--- config.mk ---
export PLATFORM = sky130hd
export DESIGN_NAME = pipe_ctrl
export DESIGN_NICKNAME = d
export VERILOG_FILES = /design/src/rtl/pipe_ctrl.sv
export SDC_FILE = /design/constraint.sdc
export NUM_CORES = 1
export LEC_CHECK = 0
export ABC_AREA = 0
export BUFFER_PORTS_ARGS = -buffer_cell sky130_fd_sc_hd__buf_2
export CAP_MARGIN = 10
export CORE_ASPECT_RATIO = 1.75
export CORE_MARGIN = 4
export CORE_UTILIZATION = 50
export CTS_CLUSTER_DIAMETER = 60
export DETAILED_ROUTE_END_ITERATION = 7
export PLACE_DENSITY = 0.87
export SYNTH_ARGS = -nofsm -noshare
export SYNTH_HDL_FRONTEND = slang
export SYNTH_SLANG_ARGS = --single-unit
--- constraint.sdc ---
create_clock -name clk -period 4.7 [get_ports clk]
set_clock_uncertainty 0.2 [all_clocks]
set_input_delay 0 -clock clk [delete_from_list [all_inputs] [get_ports clk]]
set_output_delay 0 -clock clk [all_outputs]
set_load 0.005 [all_outputs]
--- src/rtl/pipe_ctrl.sv ---
// Five-stage pipeline hazard/sequencing controller: stage enables, bubbles,
// wrong-path fetch drop and branch redirect. Optional counters: PIPE_CTRL_PERF_EN.
module pipe_ctrl #(
  parameter int ADDR_W = 64
) (
  input  logic              clk,
  input  logic              reset,
  input  logic              i_req_valid,
  input  logic              i_data_ok,
  input  logic              d_req_valid,
  input  logic              d_data_ok,
  input  logic              br_taken,
  input  logic [ADDR_W-1:0] br_target,
  input  logic [4:0]        d_rs1,
  input  logic [4:0]        d_rs2,
  input  logic              d_use1,
  input  logic              d_use2,
  input  logic              e_valid,
  input  logic              e_is_load,
  input  logic [4:0]        e_rd,
  output logic              en_f,
  output logic              en_d,
  output logic              en_e,
  output logic              en_m,
  output logic              en_w,
  output logic              bub_d,
  output logic              bub_e,
  output logic              bub_w,
  output logic              redir_valid,
  output logic [ADDR_W-1:0] redir_pc,
  output logic              drop_fetch
`ifdef PIPE_CTRL_PERF_EN
  ,
  output logic [63:0]       perf_cycles,
  output logic [63:0]       perf_mem_stall,
  output logic [63:0]       perf_lu_stall,
  output logic [63:0]       perf_flush
`endif
);

  // state  | meaning
  // F_IDLE | no instruction fetch outstanding
  // F_BUSY | one fetch outstanding, response is on the correct path
  // F_DROP | one fetch outstanding, response is wrong-path and gets discarded
  typedef enum logic [1:0] {
    F_IDLE = 2'd0,
    F_BUSY = 2'd1,
    F_DROP = 2'd2
  } fstate_t;

  fstate_t state;
  logic    redir_pend;

  logic mem_stall;
  logic load_use;
  logic br_acc;
  logic f_ok;
  logic hit_rs1;
  logic hit_rs2;

  assign mem_stall = d_req_valid & ~d_data_ok;
  assign hit_rs1   = d_use1 & (d_rs1 == e_rd);
  assign hit_rs2   = d_use2 & (d_rs2 == e_rd);
  assign load_use  = ~mem_stall & e_valid & e_is_load & (e_rd != 5'd0) & (hit_rs1 | hit_rs2);
  assign br_acc    = br_taken & ~mem_stall & ~load_use;

  // The redirect waits for the wrong-path response so fetch sees it only once.
  assign redir_valid = redir_pend & (state != F_DROP) & ~reset;
  assign f_ok        = i_data_ok & (state != F_DROP) & ~redir_pend;
  assign drop_fetch  = i_data_ok & (state == F_DROP) & ~reset;

  always_ff @(posedge clk) begin
    if (reset) begin
      state      <= F_IDLE;
      redir_pend <= 1'b0;
      redir_pc   <= '0;
    end else begin
      case (state)
        F_IDLE: if (i_req_valid & ~i_data_ok) state <= F_BUSY;
        F_BUSY: begin
          if (i_data_ok)   state <= F_IDLE;
          else if (br_acc) state <= F_DROP;
        end
        F_DROP: if (i_data_ok) state <= F_IDLE;
        default: state <= F_IDLE;
      endcase

      // A later accepted branch overrides any redirect still pending.
      if (br_acc) begin
        redir_pend <= 1'b1;
        redir_pc   <= br_target;
      end else if (redir_valid) begin
        redir_pend <= 1'b0;
      end
    end
  end

  always_comb begin
    en_f  = f_ok | redir_valid;
    en_d  = 1'b1;
    en_e  = 1'b1;
    en_m  = 1'b1;
    en_w  = 1'b1;
    bub_e = 1'b0;
    bub_w = 1'b0;
    if (reset) begin
      en_f = 1'b0;
      en_d = 1'b0;
      en_e = 1'b0;
      en_m = 1'b0;
      en_w = 1'b0;
    end else if (mem_stall) begin
      en_f  = 1'b0;
      en_d  = 1'b0;
      en_e  = 1'b0;
      en_m  = 1'b0;
      bub_w = 1'b1;
    end else if (load_use) begin
      en_f  = 1'b0;
      en_d  = 1'b0;
      bub_e = 1'b1;
    end
    bub_d = en_d & (~f_ok | br_acc);
  end

`ifdef PIPE_CTRL_PERF_EN
  always_ff @(posedge clk) begin
    if (reset) begin
      perf_cycles    <= '0;
      perf_mem_stall <= '0;
      perf_lu_stall  <= '0;
      perf_flush     <= '0;
    end else begin
      perf_cycles <= perf_cycles + 64'd1;
      if (mem_stall) perf_mem_stall <= perf_mem_stall + 64'd1;
      if (load_use)  perf_lu_stall  <= perf_lu_stall + 64'd1;
      if (br_acc)    perf_flush     <= perf_flush + 64'd1;
    end
  end
`endif

endmodule

# [Word-level counts from Yosys, hierarchy flattened]
# Index checks and enable logic that the tools add are counted.
[classes] n_eq_ne=8 muxes=21 n_bitwise=27 reduce_logical=4
[ops] op="$and 1x1->1" count=17
[ops] op="$mux 1" count=16
[ops] op="$eq 5x5->1" count=2
[ops] op="$mux 2" count=4
[ops] op="$not 1->1" count=7
[ops] op="$ne 2x2->1 const B" count=3
[ops] op="$pmux 2 s3" count=1
[ops] op="$reduce_bool 5->1" count=1
[ops] op="$ne 3x3->1 const B" count=1
[ops] op="$or 1x1->1" count=3
[ops] op="$reduce_and 3->1" count=1
[ops] op="$eq 2x1->1 const B" count=1
[ops] op="$eq 2x2->1 const B" count=1
[ops] op="$logic_not 2->1" count=1
[ops] op="$reduce_bool 2->1" count=1
[totals] ff_bits=67 inputBits=90 word_cells=63

# [Logic depth before layout (Yosys ltp)]
[depth] depth_word=12 ltp_mapped=7 depth_no_buf=5

# [Least setup slack after synthesis]
# Ideal clock, no wire load.
[synth_timing] kind="input -> register" startpoint="input e_rd[0]" endpoint="register redir_pc[13]" setup_ns=0.118 arrival_ns=1.287 slack_ns=3.096 stages=7 path_cell_list="or4_1 -> o2111ai_2 -> buf_4 -> buf_6 -> nor3b_1 -> mux2i_1 -> nand2_1"
[synth_via] elab_chain_len=6 word_cells_on_any_way=10 classes_between="2 x eq/ne; 7 x bitwise; 1 x reduce/logical"
[synth_lines] item="start: declaration" line="20" rtl="input logic [4:0] e_rd,"
[synth_lines] item="$eq 5x5->1, on equally long branches" line="62, 63"
[synth_lines] item="$and 1x1->1, on equally long branches" line="62, 63"
[synth_lines] item="$or 1x1->1" line="64" rtl="assign load_use = ~mem_stall & e_valid & e_is_load & (e_rd != 5'd0) & (hit_rs1 | hit_rs2);"
[synth_lines] item="$and 1x1->1 *" line="64"
[synth_lines] item="$not 1->1 *" line="65" rtl="assign br_acc = br_taken & ~mem_stall & ~load_use;"
[synth_lines] item="$and 1x1->1 *" line="65"
[synth_lines] item="end signal: assignment" line="91" rtl="redir_pc <= br_target;"
[synth_lines] item="end: declaration" line="30" rtl="output logic [ADDR_W-1:0] redir_pc,"
# Mark *: on every way between the ends. The rest lies on a longest branch, timed or not.
# A chain may end at the register's enable or synchronous reset.

# [Worst setup path after layout]
[layout_timing] startpoint="input e_rd[0]" endpoint="register state[1]"
[layout_via] elab_chain_len=8 word_cells_on_any_way=12 classes_between="3 x eq/ne; 7 x bitwise; 2 x reduce/logical"
[layout_lines] item="$eq 5x5->1, on equally long branches" line="62, 63"
[layout_lines] item="$and 1x1->1, on equally long branches" line="62, 63"
[layout_lines] item="$or 1x1->1" line="64"
[layout_lines] item="$and 1x1->1 *" line="64"
[layout_lines] item="$not 1->1 *" line="65"
[layout_lines] item="$and 1x1->1 *" line="65"
[layout_lines] item="$ne 3x3->1 (no source line) *"
[layout_lines] item="$reduce_and 3->1 (no source line) *"
[layout_lines] item="end signal: assignment" line="74" rtl="state <= F_IDLE;"
[layout_lines] item="end signal: assignment" line="79" rtl="F_IDLE: if (i_req_valid & ~i_data_ok) state <= F_BUSY;"
[layout_lines] item="end signal: assignment" line="81" rtl="if (i_data_ok) state <= F_IDLE;"
[layout_lines] item="end: declaration" line="51" rtl="fstate_t state;"
# Marked as above.

==> results.md <==
- Status: completed
- Post-CTS Repair Setup Buffers: 0
- CP max stage cell: buf_4
- Worst setup margin: between 2000 and 2500 ps
- Mapped Cells: 489
- Die ar.: around 10000 sq um
- Worst-path cell chain: buf_2, or4_1, o2111ai_4, buf_4, inv_1, and2_1, o32ai_1, dlygate4sd3_1
- Max FO, Critical Path: 71
- CTS Buf Count: 9
- Die span in x: approximately 78 um
- Final Wtd Congestion: just under 0.8
- Worst reg-to-reg setup slack: 2940 ps
- Combinational share of power: 21.4%
- IO Port Bufs: roughly 160
- Unique masters post-synth: 29
- Final setup TNS: 0 ps
- Min-delay src: reset
- Relative slew slack: between 40% and 50%
- Routed vias: 4766
- Crit path from: e_rd[0]
- GRT Residual Overflow: 0
- Core area: 8370 sq um
- I/O pin cnt: 164
- Synth top area share: between 30% and 40%
- Crit path launch type: input port
- Int Pwr: between 1 and 1.5 mW
- Switch share: ~28%
- Filler cell count: ~590
- Hold Path Class: in -> reg
- R2R depth: 4
- Synth Cell Area: 4320 sq um
- M3 GR Usage: 4.39%
- Pwr per Cell Area: 284 nW/um^2
- M1 GR Usage: between 20% and 30%
- Worst path required time: between 4000 and 5000 ps
- Worst r2r src: state[0]$_SDFFE_PP0P_
- Fin crit share: 54.8%
- Bufs on Longest Clock Path: 2
- Worst Tran Pin Value: ~820 ps
- Most frequent cells in the layout: buf_2, nor3b_1, nand2_1, dlygate4sd3_1, dfxtp_1
- Initial Util: between 50% and 60%
- Max Slew Vio Count: 0
- DP Worst Slack: between 2000 and 2500 ps
- Residual DRC: 0
- RSZ-0062 raised after global routing: false
- Delay-heaviest family, CP: buffers and inverters
- Largest area contributor in the netlist: dfxtp_1
- Pre-Repair DR Iteration Count: 5
- Nets: ~770
- Setup Crit Path Kind: in -> reg
- Synth area leaders: dfxtp_1, nor3b_1, mux2i_1, a32oi_1, nand2_1
- Clk pwr share: 39.7%
- Grt peak-use layer: met2
- Initial drt markers: about 300
- Worst-skew pair later-pin latency: around 330 ps
- Num Clock Sinks: 67
- Final min period: about 2600 ps
- Crit path capture type: flip-flop
- Net Count, Synth: ~580
- Min-Delay Endpoint: redir_pend$_SDFFE_PP0P_
- Area Overhead vs Synth: 40.2%
- Hpwl dp: between 7 and 8 mm
- WP data arrival: ~2700 ps
- Commonest non-fill, non-tap cell in the layout: buf_2
- CTS tree: done
- H-tree Lvls: 3
- DIE HEIGHT: roughly 130 um
- R2R Path End: state[1]$_SDFFE_PP0P_
- Share of cells above drive strength 1: between 20% and 30%
- Largest net degree at the start of global routing: 83
- M2 GR Usage: 45.2%
- Vias in the first global route: 4576
- Bufs and invs on worst path: 4
- Avg Synthesized Cell Area: 8.84 sq um
- Hold Path Depth: 2
- Max-Cap Viols: 0
- Endpoints failing setup: 0
- Util after Layout: 72.4%
- CTS Root Cell: clkbuf_16
- Via density: 5.96
- Worst vdd ir: 0.000214 V
- Final Hold Fails: 0
- Register area share after synthesis: a little under a third
- Fmax: 0.389 GHz
- Total number of yosys warnings: 0
- #FFs+latches synth: between 60 and 70
- Sw Pwr: slightly below 500 uW
- Antenna violations before repair: 0
- Row count: between 40 and 50
- Global-route wire length before repair: ~21 mm
- Drt wl/cell: ~17 um
- CTS clk-pin slew, worst paths: around 50 ps
- Final ANT Viol Nets: 0
- Leak: around 2.5 nW
- Detailed Route WL: ~14 mm
- All-Layer GR Usage: 25.8%
- Sequential fraction of design power: 39.0%
- CP peak stage delay: 600 ps
flip-flops by register name, indices dropped and copies added (netlist names):
signal and count:
redir_pc 64, state 2, redir_pend 1
synthesized netlist by cell type, drive strengths merged:
cell	count
nand2	68
clkbuf	31
inv	3
dfxtp	67
o22ai	1
a32oi	64
nor2b	1
nor4b	1
nor2	4
nand4	2
o32ai	2
or4	1
xnor2	10
nor3	1
nor3b	128
and3	2
a211oi	1
a2111oi	1
nand3	1
buf	27
and2	2
o21ai	1
o2111ai	1
a21oi	2
nand2b	3
mux2i	64
area by class of cell:
| cell class | instances | area (sq um) | share of cell area, % |
|---|---|---|---|
| clock buffer | 10 | 239 | 3.94 |
| antenna | 1 | 2.50 | 0.0413 |
| tap | 115 | 144 | 2.37 |
| inverter | 3 | 11.3 | 0.186 |
| timing repair buffer | 237 | 1540 | 25.4 |
| sequential | 67 | 1340 | 22.1 |
| multi-input combinational | 361 | 2720 | 44.8 |
| clock inverter | 6 | 65.1 | 1.07 |
stage by stage:
| stage | power [mW] | cell area, sq um | cells | hold WS (ps) |
|---|---|---|---|---|
| 5_1_grt | 1.80 | 6060 | 799 | 156 |
| 6_report | 1.72 | 6060 | 800 | 122 |
| 2_1_floorplan | 0.865 | 4320 | 489 | -85.2 |
| 3_5_place_dp | 0.997 | 5080 | 716 | 77.8 |
| 4_1_cts | 1.72 | 6060 | 799 | 96.7 |
| 3_3_place_gp | 0.980 | 5080 | 716 | 69.5 |
per-layer routing:
metal  vias to the layer above  wire [um]
met4                         0        826
met2                       200       7190
li1                       2225          -
met5                         -          0
met1                      2270       5060
met3                        71        705
repair_timing:
item	in CTS	in global routing
endpoints found under the hold margin	66	0
gates resized for setup	0	0
hold buffers	67	0
power groups by stage:
stage	logic, mW	registers (mW)	clock network, mW
floorplan	0.188	0.677	0
global placement	0.305	0.675	0
detailed placement	0.316	0.681	0
CTS	0.360	0.669	0.692
global route	0.400	0.676	0.719
finish	0.368	0.671	0.683
worst max-delay path by stage:
stage                                           end  slack (ps)  cells past startpoint
after floorplan           redir_pc[13]$_SDFFE_PP0P_        3100                      7
after global placement                         en_f        2290                      8
after detailed placement                       en_f        2190                      8
after CTS                     state[1]$_SDFFE_PP0P_        2130                      8
after global routing          state[1]$_SDFFE_PP0P_        1980                      8
final                         state[1]$_SDFFE_PP0P_        2130                      8
cell families after synthesis:
group | Yosys count | synth area share, %
and+or+nand+nor | 214 | 30.5
AOI/OAI and AO/OA | 73 | 14.7
DFF | 67 | 31.0
muxes | 64 | 14.8
buffers and inverters | 61 | 6.89
xor gates and xnor gates | 10 | 2.03
No activity file was read; power rests on OpenSTA's default activity.
